**config.mk**
```make
export PLATFORM = sky130hd
export DESIGN_NAME = ahb_gpio_bank_ctrl
export DESIGN_NICKNAME = d
export VERILOG_FILES = /design/src/rtl/ahb_gpio_pkg.sv /design/src/rtl/ahb_gpio_bank_ctrl_core.sv /design/src/rtl/ahb_gpio_bank_ctrl.sv
export SDC_FILE = /design/constraint.sdc
export NUM_CORES = 1
export LEC_CHECK = 0
export BUFFER_PORTS_ARGS = -buffer_cell sky130_fd_sc_hd__buf_2
export CAP_MARGIN = 20
export CORE_MARGIN = 2
export CORE_UTILIZATION = 30
export DETAILED_ROUTE_END_ITERATION = 8
export SETUP_SLACK_MARGIN = 0.4
export SLEW_MARGIN = 40
export SYNTH_ARGS = -nofsm -noshare
export SYNTH_HDL_FRONTEND = slang
export SYNTH_HIERARCHICAL = 1
export SYNTH_SLANG_ARGS = --single-unit
```
**constraint.sdc**
```tcl
create_clock -name HCLK -period 5.7 [get_ports HCLK]
set_input_delay 1.14 -clock HCLK [delete_from_list [all_inputs] [get_ports HCLK]]
set_output_delay 1.14 -clock HCLK [all_outputs]
set_load 0.01 [all_outputs]
```
**src/rtl/ahb_gpio_pkg.sv**
```systemverilog
// rtl/ahb_gpio_pkg.sv - shared AHB encodings and GPIO bank register map
package ahb_gpio_pkg;

    localparam logic [1:0] HTRANS_IDLE   = 2'b00;
    localparam logic [1:0] HTRANS_BUSY   = 2'b01;
    localparam logic [1:0] HTRANS_NONSEQ = 2'b10;
    localparam logic [1:0] HTRANS_SEQ    = 2'b11;

    localparam logic [2:0] HSIZE_WORD = 3'b010;

    // Byte offsets of the registers inside one bank window
    localparam logic [4:0] OFF_OUT  = 5'h00;
    localparam logic [4:0] OFF_OEB  = 5'h04;
    localparam logic [4:0] OFF_IN   = 5'h08;
    localparam logic [4:0] OFF_IEN  = 5'h0C;
    localparam logic [4:0] OFF_RISE = 5'h10;
    localparam logic [4:0] OFF_FALL = 5'h14;
    localparam logic [4:0] OFF_STAT = 5'h18;
    localparam logic [4:0] OFF_RSVD = 5'h1C;

    localparam int BANK_STRIDE = 32'h20;

endpackage

```
**src/rtl/ahb_gpio_bank_ctrl_core.sv**
```systemverilog
// rtl/ahb_gpio_bank_ctrl_core.sv - one GPIO bank: registers, synchroniser, edge detect, irq
//   clk, rst_n       : clock, asynchronous active-low reset
//   pin_in           : raw pad inputs of this bank
//   edge_en          : 0 while edge detection is blanked after reset
//   wr_en/wr_off/wr_data : qualified word write from the bus data phase
//   rd_off/rd_data   : combinational register read
//   pin_out/pin_oeb  : pad output value / active-low enable
//   irq              : registered |(STAT & IEN)
module gpio_bank_core
    import ahb_gpio_pkg::*;
#(
    parameter int BANK_W      = 8,
    parameter int SYNC_STAGES = 2
) (
    input  logic              clk,
    input  logic              rst_n,
    input  logic [BANK_W-1:0] pin_in,
    input  logic              edge_en,
    input  logic              wr_en,
    input  logic [4:0]        wr_off,
    input  logic [BANK_W-1:0] wr_data,
    input  logic [4:0]        rd_off,
    output logic [BANK_W-1:0] rd_data,
    output logic [BANK_W-1:0] pin_out,
    output logic [BANK_W-1:0] pin_oeb,
    output logic              irq
);

    logic [BANK_W-1:0] sync_q [SYNC_STAGES];
    logic [BANK_W-1:0] prev_q, out_q, oeb_q, ien_q, rise_q, fall_q, stat_q;
    logic [BANK_W-1:0] pin_sync, stat_set, stat_clr;

    assign pin_sync = sync_q[SYNC_STAGES-1];
    assign stat_set = edge_en ? ((pin_sync & ~prev_q & rise_q) | (~pin_sync & prev_q & fall_q))
                              : '0;
    assign stat_clr = (wr_en && wr_off == OFF_STAT) ? wr_data : '0;
    assign pin_out  = out_q;
    assign pin_oeb  = oeb_q;

    always_ff @(posedge clk or negedge rst_n) begin
        if (!rst_n) begin
            for (int i = 0; i < SYNC_STAGES; i++) sync_q[i] <= '0;
            prev_q <= '0;
            out_q  <= '0;
            oeb_q  <= '1;
            ien_q  <= '0;
            rise_q <= '0;
            fall_q <= '0;
            stat_q <= '0;
            irq    <= 1'b0;
        end else begin
            sync_q[0] <= pin_in;
            for (int i = 1; i < SYNC_STAGES; i++) sync_q[i] <= sync_q[i-1];
            prev_q <= pin_sync;
            if (wr_en) begin
                case (wr_off)
                    OFF_OUT:  out_q  <= wr_data;
                    OFF_OEB:  oeb_q  <= wr_data;
                    OFF_IEN:  ien_q  <= wr_data;
                    OFF_RISE: rise_q <= wr_data;
                    OFF_FALL: fall_q <= wr_data;
                    default:  ;
                endcase
            end
            // A new edge in the same cycle as a W1C keeps the bit set
            stat_q <= (stat_q & ~stat_clr) | stat_set;
            irq    <= |(stat_q & ien_q);
        end
    end

    always_comb begin
        rd_data = '0;
        case (rd_off)
            OFF_OUT:  rd_data = out_q;
            OFF_OEB:  rd_data = oeb_q;
            OFF_IN:   rd_data = pin_sync;
            OFF_IEN:  rd_data = ien_q;
            OFF_RISE: rd_data = rise_q;
            OFF_FALL: rd_data = fall_q;
            OFF_STAT: rd_data = stat_q;
            OFF_RSVD: rd_data = '0;
            default:  rd_data = '0;
        endcase
    end

endmodule

```
**src/rtl/ahb_gpio_bank_ctrl.sv**
```systemverilog
// rtl/ahb_gpio_bank_ctrl.sv - zero-wait AHB-Lite slave owning NBANKS GPIO banks
//   HCLK, HRESETn    : clock, asynchronous active-low reset
//   HSEL..HREADY     : AHB-Lite address/data phase inputs
//   HREADYOUT, HRDATA: always ready, combinational read data in the data phase
//   gpio_in/out/oeb  : pad pins, bank b at [b*BANK_W +: BANK_W]
//   user_irq         : bit b = bank b interrupt, bits >= NBANKS tied 0
module ahb_gpio_bank_ctrl
    import ahb_gpio_pkg::*;
#(
    parameter int NBANKS      = 8,
    parameter int BANK_W      = 8,
    parameter int NIRQ        = 16,
    parameter int SYNC_STAGES = 2,
    parameter int BASE_BITS   = 9
) (
    input  logic                     HCLK,
    input  logic                     HRESETn,
    input  logic                     HSEL,
    input  logic [31:0]              HADDR,
    input  logic [1:0]               HTRANS,
    input  logic                     HWRITE,
    input  logic [2:0]               HSIZE,
    input  logic [31:0]              HWDATA,
    input  logic                     HREADY,
    output logic                     HREADYOUT,
    output logic [31:0]              HRDATA,
    input  logic [NBANKS*BANK_W-1:0] gpio_in,
    output logic [NBANKS*BANK_W-1:0] gpio_out,
    output logic [NBANKS*BANK_W-1:0] gpio_oeb,
    output logic [NIRQ-1:0]          user_irq
);

    localparam int OFF_BITS  = $clog2(BANK_STRIDE);
    localparam int BANK_BITS = BASE_BITS - OFF_BITS;
    localparam int CNT_W     = $clog2(SYNC_STAGES + 2);
    // Edges become visible SYNC_STAGES+1 cycles after release; blank that window
    localparam logic [CNT_W-1:0] BLANK_END = CNT_W'(SYNC_STAGES + 1);

    logic                 dp_valid, dp_write, dp_word;
    logic [BANK_BITS-1:0] dp_bank;
    logic [OFF_BITS-1:0]  dp_off;
    logic [CNT_W-1:0]     blank_cnt;
    logic                 edge_en, addr_accept;
    logic [BANK_W-1:0]    bank_rd [NBANKS];
    logic [NBANKS-1:0]    bank_irq;
    logic                 unused_bus_bits;

    assign HREADYOUT       = 1'b1;
    assign addr_accept     = HSEL & HREADY & ((HTRANS == HTRANS_NONSEQ) || (HTRANS == HTRANS_SEQ));
    assign edge_en         = (blank_cnt == BLANK_END);
    assign unused_bus_bits = ^{HADDR, HTRANS, HWDATA};

    always_ff @(posedge HCLK or negedge HRESETn) begin
        if (!HRESETn) begin
            dp_valid <= 1'b0;
            dp_write <= 1'b0;
            dp_word  <= 1'b0;
            dp_bank  <= '0;
            dp_off   <= '0;
        end else begin
            dp_valid <= addr_accept;
            if (addr_accept) begin
                dp_write <= HWRITE;
                dp_word  <= (HSIZE == HSIZE_WORD);
                dp_bank  <= HADDR[BASE_BITS-1:OFF_BITS];
                dp_off   <= HADDR[OFF_BITS-1:0];
            end
        end
    end

    always_ff @(posedge HCLK or negedge HRESETn) begin
        if (!HRESETn) blank_cnt <= '0;
        else if (blank_cnt != BLANK_END) blank_cnt <= blank_cnt + CNT_W'(1);
    end

    for (genvar b = 0; b < NBANKS; b++) begin : g_bank
        logic wr_en;
        assign wr_en = dp_valid & dp_write & dp_word & (dp_bank == BANK_BITS'(b));

        gpio_bank_core #(
            .BANK_W      (BANK_W),
            .SYNC_STAGES (SYNC_STAGES)
        ) u_core (
            .clk     (HCLK),
            .rst_n   (HRESETn),
            .pin_in  (gpio_in[b*BANK_W +: BANK_W]),
            .edge_en (edge_en),
            .wr_en   (wr_en),
            .wr_off  (dp_off),
            .wr_data (HWDATA[BANK_W-1:0]),
            .rd_off  (dp_off),
            .rd_data (bank_rd[b]),
            .pin_out (gpio_out[b*BANK_W +: BANK_W]),
            .pin_oeb (gpio_oeb[b*BANK_W +: BANK_W]),
            .irq     (bank_irq[b])
        );
    end

    // Banks at or above NBANKS match no index and read 0
    always_comb begin
        HRDATA = '0;
        if (dp_valid && !dp_write) begin
            for (int b = 0; b < NBANKS; b++) begin
                if (dp_bank == BANK_BITS'(b)) HRDATA[BANK_W-1:0] = bank_rd[b];
            end
        end
    end

    always_comb begin
        user_irq = '0;
        user_irq[NBANKS-1:0] = bank_irq;
    end

endmodule

```
* Yosys cells after proc, flatten, opt, wreduce, memory -nomap -nowiden
Cells that the tools add are included.
Storage, ports and cells: logic and storage cells 299, register bits after elaboration 598, bits of input ports 138
Operators by class: mux-type cells 33, bitwise logic cells 100, equal/unequal tests 18, add/sub/neg operators 1, reduce and logical (&&, ||, !) cells 61
Operator list (number):
- $pmux 8 s7 | 8
- $and 8x8->8 | 48
- $mux 8 | 25
- $not 8->8 | 24
- $or 8x8->8 | 16
- $reduce_and 2->1 | 40
- $reduce_or 8->1 | 8
- $eq 4x3->1 const B | 4
- $eq 5x5->1 const B | 3
- $and 1x1->1 | 12
- $eq 5x4->1 const B | 2
- $logic_and 1x1->1 | 9
- $eq 4x2->1 const B | 2
- $eq 2x2->1 const B | 3
- $eq 5x3->1 const B | 1
- $logic_not 5->1 | 1
- $eq 4x1->1 const B | 1
- $logic_not 4->1 | 1
- $eq 3x2->1 const B | 1
- $add 2x1->2 const B | 1
- $ne 2x2->1 const B | 1
- $logic_not 1->1 | 1
- $logic_or 1x1->1 | 1

* Depth between registers and ports, before layout
Gate-level depths: netlist of run 1.
word-level depth 11, depth in mapped cells 9, gate-level depth less buffers 7

* By module
Netlist of run 1, hierarchy kept.
Modules (own cells, without submodules):
- gpio_bank_core | area each 3165.5 um2, cells each 226, instances 8, sequential area each 1836.8 um2
- ahb_gpio_bank_ctrl | area each 1590.3 um2, cells each 168, instances 1, sequential area each 350.3 um2

* Worst setup path after synthesis of run 1
OpenSTA, ideal clock, no wires.
path kind register to output, from register dp_off[2], to output port HRDATA[0], arrival time 3.393 ns, path slack 1.167 ns, stages on the path, launching flop included 8, path through dfrtp_1 buf_1 mux4_2 o21ai_0 a21oi_1 mux4_2 nand2_1 a211oi_2
RTL lines:
- from (decl) | RTL line ahb_gpio_bank_ctrl.sv:41 | logic [OFF_BITS-1:0] dp_off;
- from (signal assigned) | RTL line ahb_gpio_bank_ctrl.sv:66 | dp_off <= HADDR[OFF_BITS-1:0];
- to (decl) | RTL line ahb_gpio_bank_ctrl.sv:26 | output logic [31:0] HRDATA,

==> results of run 1 <==
[cells in the mapped netlist, types with 7 or more instances]
| cell type | count |
|---|---|
| o21ai_0 | 112 |
| or2_2 | 8 |
| a32oi_1 | 8 |
| nand3_1 | 73 |
| dfrtp_1 | 534 |
| clkbuf_1 | 41 |
| mux2i_1 | 15 |
| a21oi_1 | 71 |
| a2bb2oi_1 | 7 |
| nand4_1 | 10 |
| dfstp_2 | 64 |
| buf_4 | 34 |
| nor2b_1 | 9 |
| nand3b_1 | 72 |
| a22oi_1 | 72 |
| clkinv_1 | 8 |
| nor3b_1 | 8 |
| mux2_4 | 65 |
| and3b_1 | 8 |
| a21boi_0 | 8 |
| nor3_1 | 16 |
| or4b_1 | 8 |
| nand2_1 | 83 |
| nor3_2 | 8 |
| buf_6 | 10 |
| a211o_1 | 8 |
| o22ai_1 | 16 |
| o22ai_2 | 7 |
| nor2_1 | 34 |
| a21o_1 | 7 |
| mux2_2 | 332 |
| buf_1 | 24 |
| mux4_2 | 57 |
| mux2_1 | 7 |
| a22o_1 | 64 |
| or3_1 | 8 |
| nor4b_2 | 8 |
| a211oi_2 | 8 |
| o2bb2ai_1 | 7 |
| nand2b_1 | 17 |
[final cells by class]
| class | instances | area share |
|---|---|---|
| Clock buffer | 85 | 0.0541 |
| Clock inverter | 31 | 0.0142 |
| Inverter | 10 | 0.00126 |
| Multi-Input combinational cell | 1282 | 0.360 |
| Sequential cell | 598 | 0.472 |
| Tap cell | 1165 | 0.0457 |
| Timing Repair Buffer | 275 | 0.0528 |
[stage by stage]
stage	util	power, mW	worst slack [ps]	cell area, sq um	cells
3_5_place_dp	0.334	6.01	1190	29600	3328
2_1_floorplan	-	5.37	1170	27000	2007
6_report	0.360	10.3	494	31900	3446
4_1_cts	0.359	10.4	476	31800	3444
5_1_grt	0.360	10.7	426	31900	3446
3_3_place_gp	0.331	5.94	1050	29300	3322
[power by group through the flow]
stage | clock (mW) | combinational [mW] | sequential, mW
finish | 4.32 | 1.44 | 4.53
global route | 4.60 | 1.53 | 4.55
CTS | 4.42 | 1.41 | 4.53
detailed placement | 0 | 1.40 | 4.61
global placement | 0 | 1.28 | 4.66
floorplan | 0 | 0.805 | 4.57
[worst max-delay path: stages, from the launching register on]
cell	delay [ps]
dfrtp_4	630
buf_12	300
buf_4	280
mux4_2	530
o22ai_1	220
nor3_1	110
mux2i_1	280
o2bb2ai_1	130
a2bb2oi_1	540
a211oi_2	160
buf_2	190
[per-layer routing]
layer / vias up / wire length, um
met5: - / 0
met3: 123 / 5760
met1: 9702 / 35900
met2: 789 / 38500
li1: 7888 / -
met4: 0 / 2130
[final timing paths]
kind / from / endpoint / cells after the start
max: dp_off[2] / HRDATA[7] / 10
min: g_bank[3].u_core/sync_q[13] / g_bank[3].u_core/pin_sync[5] / 0
max reg2reg: dp_bank[2] / g_bank[6].u_core/ien_q[0] / 7
min reg2reg: g_bank[3].u_core/sync_q[13] / g_bank[3].u_core/pin_sync[5] / 0
max in group asynchronous: HRESETn / g_bank[0].u_core/pin_oeb[7] / 3
min in group asynchronous: HRESETn / g_bank[6].u_core/pin_out[1] / 1
[state kept, by name, summed over array words and instances (netlist names), 2 cells and up]
register	cells
g_bank.u_core/pin_oeb	64
g_bank.u_core/fall_q	64
g_bank.u_core/stat_q	64
blank_cnt	2
dp_bank	4
g_bank.u_core/ien_q	64
g_bank.u_core/pin_out	64
g_bank.u_core/pin_sync	64
g_bank.u_core/rise_q	64
dp_off	5
g_bank.u_core/sync_q	64
g_bank.u_core/prev_q	64
g_bank.u_core/irq	8
[cells by family (layout without fill, tap and decap cells)]
| kind of cell | count (synthesis) | after routing |
|---|---|---|
| buf+inv | 127 | 401 |
| xor+xnor | 1 | 1 |
| mux | 476 | 476 |
| flops | 598 | 598 |
| fa+ha+maj | 1 | 1 |
| simple gates | 375 | 375 |
| compound gates | 396 | 396 |
| other cells | 2 | 33 |
[what timing repair did]
action / in CTS / in global routing
endpoints found under the setup margin: 0 / 8
buffers inserted: 0 / 1
resized for setup: 0 / 2
==> summary.md, run 1 <==
| Metric | Value |
|---|---|
| Status | complete, no violations |
| Area Overhead vs Synth | 18.5% |
| Worst hold path type | flop to flop |
| Post-Synth Adder-Cell Area | 0.000465 |
| Number of buffers created by CTS | 61 |
| Post-synthesis sequential area ratio | 0.559 |
| Number of max-slew violations in the final report | 0 |
| Number of enable flip-flop cells after synthesis | 0 |
| Detailed-route DRC error count | 0 |
| Average wire per cell in the routed design | between 20 and 25 um |
| Number of vias after detailed routing | about 19000 |
| Antenna violations before repair | 4 |
| Standard cell core area | 88600 sq um |
| Sw Pwr | around 2.8 mW |
| Share of power burned in registers | 0.441 |
| Transition at the pin with the smallest max-transition slack | roughly 830 ps |
| Headroom to the max-slew limit | 0.442 |
| Number of hold buffers added after CTS | 0 |
| Most common cell after layout, fill and taps aside | dfrtp_1 |
| Met2 Resource Use GR | 0.279 |
| Total negative slack | 0 ps |
| Fillcell total | approximately 8500 |
| Die Height | 304 um |
| Kind of end point of the critical path | output pin |
| Worst-path clk slew | ~70 ps |
| Number of top-level pins | roughly 320 |
| Final weighted congestion in routability-driven placement | approximately 0.85 |
| Worst EP arrival | 4070 ps |
| Area fraction in and, or, nand and nor cells after synthesis | 0.0818 |
| Maximum number of pins on one net before global-route repair | between 100 and 150 |
| Die Footprint | slightly above 90000 sq um |
| YS warnings | 6 |
| Area contributors post-synth | dfrtp_1, mux2_2, dfstp_2 |
| Internal power | 7.48 mW |
| Placed wire-length estimate | roughly 56 mm |
| Number of port buffers | ~230 |
| Required time of the worst setup path | 4560 ps |
| Root buffer cell | clkbuf_16 |
| Maximum vdd drop | approximately 0.25 mV |
| Maximum root-to-sink buffer count | 3 |
| Sw Share | 0.273 |
| Busiest layer in global routing | met2 |
| Via count of the first global-routing pass | ~19000 |
| Antenna diode instance count | 0 |
| Top library cells by usage in the layout, fill and taps aside | dfrtp_1, mux2_2, buf_2 |
| Nets@finish | 2367 |
| Final setup vio count | 0 |
| Detailed-route vias per instance | about 5.4 |
| Setup repair after global routing missed its margin | false |
| First-pass GRT wire length | around 120 mm |
| Sequential cell area | approximately 15000 sq um |
| Starting utilization of the core area | 0.304 |
| Portion of synthesized cell area occupied by the leading cell type | 0.496 |
| Footprint of the multi-input gates | 11500 sq um |
| CTS H-Tree Depth | 2 |
| Ys flop type | dfrtp_1 |
| Portion of total power attributed to the clock network | 0.420 |
| Leakage power | roughly 14 nW |
| Multiplexer share of the synthesized area | 0.231 |
| Crit path launch type | flop |
| Share of flip-flops with an asynchronous set or reset | 1.00 |
| Aggregate global-route resource usage | 0.176 |
| Sum of routed wire length over all layers | 82.3 mm |
| Share of the synthesized netlist area taken by xor and xnor gates | 0.000325 |
| Biggest fanout along the worst timing path | 35 |
| Routing usage on met3 | 0.0276 |
| Count of cell types in the netlist | 54 |
| Number of clock sinks | 598 |
| Number of placement rows | about 110 |
| Power share of the combinational group | 0.140 |
| Largest family of logic cells by synthesized area | multiplexers |
| Fraction of layout cells with a size suffix above 1 | 0.426 |
| Post-synthesis cell type with the largest combined area | dfrtp_1 |
| FF-to-FF setup slack | roughly 2000 ps |
| Mapped Cells | roughly 2000 |
| Final hold violation count | 0 |
| Final critical path time including I/O delays and setup | between 5000 and 6000 ps |
| Share of the synthesized area in compound gates (AO/OA/AOI/OAI) | 0.100 |
| Met1 Usage GRT | 0.251 |
| CTS tree | done |
| Die boundary width | around 300 um |
| Ratio of total power to cell area | between 300 and 400 nW/um^2 |
| DRC violation total after the first TritonRoute iteration | roughly 1600 |
| Number of flip-flops and latches in the synthesized netlist | between 500 and 600 |
| Number of max-capacitance violations reported | 0 |
| 1st-pass router iterations | 5 |
| Clock insertion delay at the later pin of the skew report | 640 ps |
| Post-Synthesis Cell Area | between 20000 and 30000 sq um |
| Worst slack on hold paths | about 340 ps |
| Crit Path Category | flop to output pin |
| Peak Freq | between 150 and 200 MHz |
| Residual overflow from global routing | 0 |
| Period utilization | 0.913 |
| Worst-case clock skew | 28.8 ps |
| Number of nets with antenna violations after detailed routing | 0 |
| Mean instance size in the synthesized netlist | 13.6 sq um |
Power figures use the tool's default switching activity.
==> inputs of run 2 (changes only) <==
Settings changed: SYNTH_HIERARCHICAL 1 to not set.
==> run 2 against run 1 <==
Compared with the run above:
- clock skew down 2.3 ps
- area after synthesis down 6.1%
- non-clock buffer count up 3
- worst hold slack worse by 18 ps
- clock power up 12%
- highest routed layer is now met5
==> summary.md, run 2 <==
| Metric | Value |
|---|---|
| Die boundary width | 294 um (-3.1%) |
| Ratio of total power to cell area | 343 nW/um^2 (+6.3%) |
| Status | complete, no violations |
| Worst EP arrival | 4180 ps (+110 ps) |
| Clock insertion delay at the later pin of the skew report | 630 ps (about the same) |
| Placed wire-length estimate | 59.1 mm (+4.9%) |
| Mapped Cells | 1974 (-0.10%) |
| Slowest cell on the critical path | or3b_1 |
| Top library cells by usage in the layout, fill and taps aside | dfrtp_1, mux2_2, buf_2 |
| Worst slack on hold paths | 326 ps (-18.1 ps) |
| Aggregate global-route resource usage | 0.198 (+0.0219) |
| Count of cell types in the netlist | 71 (+31%) |
| Power share of the combinational group | 0.096 (-0.044) |
| Die Footprint | 86500 sq um (-6.1%) |
| Die Height | 294 um (-3.1%) |
| Via count of the first global-routing pass | 18500 (-1.9%) |
| Ys flop type | dfrtp_1 |
| Post-synthesis cell type with the largest combined area | dfrtp_1 |
| Starting utilization of the core area | 0.302 (-0.00129) |
| Minimum setup slack after placement | 1070 ps (-117 ps) |
| Antenna diode instance count | 0 (unchanged) |
| CTS H-Tree Depth | 3 (+1) |
| Share of flip-flops with an asynchronous set or reset | 1.00 (unchanged) |
| Sw Share | 0.257 (-0.0160) |
| Maximum vdd drop | 0.215 mV (-13%) |
| Number of enable flip-flop cells after synthesis | 0 (unchanged) |
| Number of top-level pins | 315 (unchanged) |
| Mean instance size in the synthesized netlist | 12.8 sq um (-6.1%) |
| Cell area after placement | 27700 sq um (-6.6%) |
| Number of port buffers | 233 (unchanged) |
| Area contributors post-synth | dfrtp_1, mux2_2, dfstp_2 |
| Residual overflow from global routing | 0 (unchanged) |
| Utilization after layout | 0.361 (+0.00145) |
| Sum of routed wire length over all layers | 86.4 mm (+5.1%) |
| Final hold violation count | 0 (unchanged) |
| Internal power | 7.69 mW (+2.9%) |
| Antenna violations before repair | 3 (-1) |
| Final weighted congestion in routability-driven placement | 0.897 (+4.9%) |
| Maximum number of pins on one net before global-route repair | 137 (-8.1%) |
| Most common cell after layout, fill and taps aside | dfrtp_1 |
| Total negative slack | 0 ps (unchanged) |
| Detailed-route DRC error count | 0 (unchanged) |
| Number of max-capacitance violations reported | 0 (unchanged) |
| Worst hold path type | flop to flop |
| Cell family contributing the most delay on the critical path | simple AND/OR/NAND/NOR gates |
| Number of max-slew violations in the final report | 0 (unchanged) |
| Share of power burned in registers | 0.438 (-0.003) |
| Period utilization | 0.933 (+0.0201) |
| Portion of total power attributed to the clock network | 0.466 (+0.046) |
| DRC violation total after the first TritonRoute iteration | 2057 (+28%) |
| Portion of synthesized cell area occupied by the leading cell type | 0.529 (+0.0325) |
| YS warnings | 0 (-6) |
| Root buffer cell | clkbuf_16 |
| Area Overhead vs Synth | 19.5% |
| Kind of end point of the critical path | output pin |
| Slack of the critical path | 379 ps (-115 ps) |
| Number of clock sinks | 598 (unchanged) |
| Number of flip-flops and latches in the synthesized netlist | 598 (unchanged) |
| Critical path, cell by cell | or3b_1, nor2_4, buf_12, a221oi_1, a311oi_1, nand4_1, a21oi_1, buf_2 |
| Nets@finish | 2333 (-1.4%) |
| Buffers & Inverters on Critical Path | 2 (-1) |
| Delay of the slowest critical-path stage | 700 ps (+70 ps) |
| Highest metal layer with signal wires | met5 |
| Headroom to the max-slew limit | 0.438 (-0.00370) |
| Resized Gates After CTS | 0 (unchanged) |
| Maximum root-to-sink buffer count | 3 (unchanged) |
| Wire length on met2 | 40.1 mm (+4.2%) |
| Biggest fanout along the worst timing path | 22 (-37%) |
| Transition at the pin with the smallest max-transition slack | 840 ps (+6.99 ps) |
| Most frequent cell after synthesis | dfrtp_1 |
| Detailed-route vias per instance | 5.52 (+2.9%) |
| Worst-path clk slew | 60 ps (about the same) |
| Final std cell area, no fill | 30200 sq um (-5.4%) |
| Number of nets with antenna violations after detailed routing | 0 (unchanged) |
| 1st-pass router iterations | 6 (+1) |
| Crit path launch type | flop |
| Metal3 WL | 7.43 mm (+29%) |
| Standard cell core area | 83600 sq um (-5.7%) |
| Setup repair after global routing missed its margin | false |
| Worst-case clock skew | 26.5 ps (-2.32 ps) |
| Number of buffers created by CTS | 69 (+13%) |
| CTS tree | done |
| Number of placement rows | 106 (-2.8%) |
| First-pass GRT wire length | 128 mm (+3.9%) |
| Average wire per cell in the routed design | 25.9 um (+8.7%) |
| Fraction of layout cells with a size suffix above 1 | 0.377 (-0.0490) |
| Final critical path time including I/O delays and setup | 5320 ps (+115 ps) |
| Required time of the worst setup path | 4560 ps (about the same) |
| Number of vias after detailed routing | 18400 (-0.56%) |
| Most frequent cells after synthesis | dfrtp_1, mux2_2, nand2_1 |
| Post-Synthesis Cell Area | 25300 sq um (-6.1%) |
| Post-synthesis sequential area ratio | 0.596 (+0.0366) |
| Wire length the detailed router placed on met1 | 36.2 mm (+0.97%) |
| Crit Path Category | flop to output pin |
| Leakage power | 13.2 nW (-6.8%) |
| Sw Pwr | 2.66 mW (-5.3%) |
| Peak Freq | 188 MHz (-2.2%) |
| Final setup vio count | 0 (unchanged) |
-- run 2: changes by cell type after synthesis, sizes merged, moves of 26 or more --
cell,before,now
a22oi,72,98
nand2,84,196
o21ai,112,77
clkbuf,41,72
a221oi,0,43
nand3,73,38
mux4,57,6
a21oi,71,40
mux2,404,343
-- run 2: cells by family (layout without fill, tap and decap cells) --
group / after synthesis / count (layout) / share of synthesized area
flops: 598 / 598 / 0.596
buf+inv: 166 / 412 / 0.0333
xor+xnor: 1 / 1 / 0.000347
compound gates: 415 / 415 / 0.121
other cells: 2 / 33 / 0.000297
fa+ha+maj: 1 / 1 / 0.000495
simple gates: 422 / 422 / 0.0831
mux: 369 / 369 / 0.166
-- run 2: repair_timing --
item / 4_1_cts / 5_1_grt
hold buffers: 0 / 0
endpoints found under the setup margin: 0 / 3
setup buffers: 0 / 2
-- run 2: final cells by class --
type                    instances  area [sq um]
multi-input cells            1241          9590
inverters                       6          22.5
fillers                      8119         53400
clock inverters                29           409
repair buffers                278          1680
well taps                    1080          1350
flip-flops and latches        598         15000
clock buffers                  99          2090
-- run 2: stage by stage --
stage | total power, mW | std cells
6_report | 10.4 | 3331
2_1_floorplan | 5.07 | 2005
3_5_place_dp | 5.58 | 3201
3_3_place_gp | 5.56 | 3199
5_1_grt | 10.7 | 3331
4_1_cts | 10.4 | 3329
-- run 2: power by group through the flow --
stage	registers [mW]	logic, mW	clock network (mW)
floorplan	4.54	0.529	0
global placement	4.60	0.961	0
detailed placement	4.60	0.974	0
CTS	4.53	0.981	4.91
global route	4.55	1.05	5.08
finish	4.53	0.993	4.83
-- run 2: worst paths after layout --
path | startpoint | depth (start not counted) | endpoint | slack, ps
worst max-delay path | dp_off[1] | 8 | HRDATA[5] | 380
worst min-delay path | g_bank[7].u_core.sync_q[11] | 0 | g_bank[7].u_core.pin_sync[3] | 330
worst max register to register | dp_bank[3] | 5 | g_bank[5].u_core.ien_q[2] | 2420
worst min register to register | g_bank[7].u_core.sync_q[11] | 0 | g_bank[7].u_core.pin_sync[3] | 330
max in group asynchronous | HRESETn | 2 | dp_off[2] | 3860
min in group asynchronous | HRESETn | 1 | g_bank[5].u_core.sync_q[9] | 510
-- run 2: worst reg2reg max path, delay by kind of cell, from the launching register on --
family	cells	cell delay, ps
AND/OR/NAND/NOR	4	2160
flip-flops	1	570
multiplexers	1	410
-- run 2: metal layers --
layer,vias to the layer above,GRT usage
li1,7681,-
met1,9551,0.268
met2,995,0.316
met3,169,0.0412
met4,2,0.0677
met5,-,0
==> inputs of run 3 (changes only) <==
--- a/constraint.sdc
+++ b/constraint.sdc
@@ -3,2 +3,2 @@
 set_output_delay 1.14 -clock HCLK [all_outputs]
-set_load 0.01 [all_outputs]
+set_load 0.05 [all_outputs]
==> run 3 against run 2 <==
Compared with the run above:
- count of clock-buffer cells in the layout grew 9
- fmax grew 1.9%
- clock skew grew 11 ps
- via count grew 1.2%
- first-iteration DRC count grew 20%
- largest power group is now sequential cells
==> summary.md, run 3 (synthesized netlist as in run 2, its figures left out) <==
| Metric | Value |
|---|---|
| Status | complete, no violations |
| Top library cells by usage in the layout, fill and taps aside | dfrtp_1, mux2_2, buf_2 |
| Sum of routed wire length over all layers | 87.3 mm (+0.97%) |
| Die Height | 294 um (unchanged) |
| Transition at the pin with the smallest max-transition slack | 862 ps (+22.0 ps) |
| DRC violation total after the first TritonRoute iteration | 2476 (+20%) |
| CTS tree | done |
| Final critical path time including I/O delays and setup | 5220 ps (-100 ps) |
| Number of max-capacitance violations reported | 0 (unchanged) |
| Worst EP arrival | 4080 ps (-100 ps) |
| Number of clock sinks | 598 (unchanged) |
| Total negative slack | 0 ps (unchanged) |
| Detailed-route vias per instance | 5.57 (+0.78%) |
| Maximum number of pins on one net before global-route repair | 136 (-0.73%) |
| Fraction of layout cells with a size suffix above 1 | 0.378 (+0.000988) |
| Area Overhead vs Synth | 19.3% |
| Worst slack on hold paths | 343 ps (+16.3 ps) |
| Final hold violation count | 0 (unchanged) |
| Kind of end point of the critical path | output pin |
| Via count of the first global-routing pass | 18600 (+0.87%) |
| Maximum root-to-sink buffer count | 3 (unchanged) |
| Total placed cells including tap cells | 3205 (+0.12%) |
| Number of top-level pins | 315 (unchanged) |
| Required time of the worst setup path | 4560 ps (about the same) |
| Die Footprint | 86500 sq um (unchanged) |
| Ratio of total power to cell area | 337 nW/um^2 (-1.7%) |
| Root buffer cell | clkbuf_16 |
| Final setup vio count | 0 (unchanged) |
| Detailed-route DRC error count | 0 (unchanged) |
| Standard cell core area | 83600 sq um (unchanged) |
| Antenna violations before repair | 2 (-1) |
| Leakage power | 13.1 nW (-0.35%) |
| Final weighted congestion in routability-driven placement | 0.901 (+0.48%) |
| Crit Path Category | flop to output pin |
| Peak Freq | 192 MHz (+1.9%) |
| First-pass GRT wire length | 128 mm (+0.30%) |
| Number of buffers created by CTS | 70 (+1.4%) |
| Fillcell total | 8106 (-0.16%) |
| Number of hold buffers added after CTS | 0 (unchanged) |
| Average wire per cell in the routed design | 26.1 um (+0.58%) |
| Final instance count without filler cells | 3344 (+0.39%) |
| Crit path launch type | flop |
| Die boundary width | 294 um (unchanged) |
| Nets@finish | 2342 (+0.39%) |
| Worst-path clk slew | 60 ps (about the same) |
| 1st-pass router iterations | 8 (+2) |
| CTS H-Tree Depth | 3 (unchanged) |
| Number of placement rows | 106 (unchanged) |
| Period utilization | 0.916 (-0.0176) |
| Number of port buffers | 233 (unchanged) |
| Number of nets with antenna violations after detailed routing | 0 (unchanged) |
| Clock insertion delay at the later pin of the skew report | 630 ps (about the same) |
| Maximum vdd drop | 0.183 mV (-15%) |
| Residual overflow from global routing | 0 (unchanged) |
| Number of vias after detailed routing | 18600 (+1.2%) |
| Aggregate global-route resource usage | 0.200 (+0.00151) |
| Worst hold path type | flop to flop |
| Starting utilization of the core area | 0.302 (unchanged) |
| Headroom to the max-slew limit | 0.423 (-0.0147) |
| Number of max-slew violations in the final report | 0 (unchanged) |
| Most common cell after layout, fill and taps aside | dfrtp_1 |
| Setup repair after global routing missed its margin | false |
| Worst-case clock skew | 37.1 ps (+10.6 ps) |
| Biggest fanout along the worst timing path | 22 (unchanged) |
| Placed wire-length estimate | 59.0 mm (-0.16%) |
-- run 3: changes by cell type in the layout (fill, tap and decap cells not counted), moves of 2 or more --
cell,change
nor2_2,+2
buf_16,+2
clkbuf_1,+11
nor2_1,-2
buf_4,+5
diode_2,+3
clkinvlp_4,+2
clkbuf_8,-3
bufinv_16,-7
-- run 3: path summary, 6_finish.rpt --
kind / start / to / slack [ps] / depth (start not counted)
max: dp_off[4] / HRDATA[3] / 480 / 10
min: g_bank[5].u_core.sync_q[15] / g_bank[5].u_core.pin_sync[7] / 340 / 0
max reg2reg: dp_off[3] / g_bank[1].u_core.stat_q[2] / 2440 / 7
min reg2reg: g_bank[5].u_core.sync_q[15] / g_bank[5].u_core.pin_sync[7] / 340 / 0
max in group asynchronous: HRESETn / g_bank[1].u_core.pin_oeb[5] / 3840 / 4
min in group asynchronous: HRESETn / g_bank[5].u_core.sync_q[13] / 370 / 1
-- run 3: what timing repair did --
item,CTS,global route
setup endpoints to repair,7,6
pin swaps,1,1
setup buffers,1,3
gates resized for setup,3,4
gates cloned,0,0
-- run 3: metrics by stage --
stage	setup WS [ps]	area, sq um	utilization	total power, mW
6_report	479	30100	0.361	10.2
3_5_place_dp	808	27700	0.331	5.70
4_1_cts	287	30000	0.359	10.2
3_3_place_gp	896	27600	0.330	5.68
5_1_grt	404	30100	0.361	10.5
2_1_floorplan	1510	25400	-	5.18
-- run 3: routing by layer --
metal,wire [um],vias up,global-route usage
met4,2770,2,0.0691
li1,-,7724,-
met2,40400,1070,0.315
met5,20,-,0
met1,36700,9646,0.276
met3,7430,172,0.0362
-- run 3: cell type report --
class                           instances  area [sq um]  area share
Multi-Input combinational cell       1241          9610       0.319
Antenna cell                            3          7.51    0.000249
Clock inverter                         22           190     0.00631
Timing Repair Buffer                  286          1790      0.0594
Clock buffer                          108          2120      0.0703
Tap cell                             1080          1350      0.0448
Inverter                                6          22.5    0.000747
Sequential cell                       598         15000       0.499
-- run 3: power by group --
part	leakage (nW)	total [mW]	switching, mW	internal [mW]
clock	1.14	4.49	1.83	2.66
sequential	7.31	4.54	0.151	4.39
combinational	4.68	1.12	0.789	0.335
total	13.1	10.2	2.77	7.39
-- run 3: critical path: stages, from the launching register on --
cell,delay (ps)
dfrtp_1,370
buf_4,170
buf_4,250
or4_1,610
o32a_1,190
a31oi_1,290
a211oi_1,190
a311o_1,400
a211o_1,390
a211oi_2,320
buf_4,250
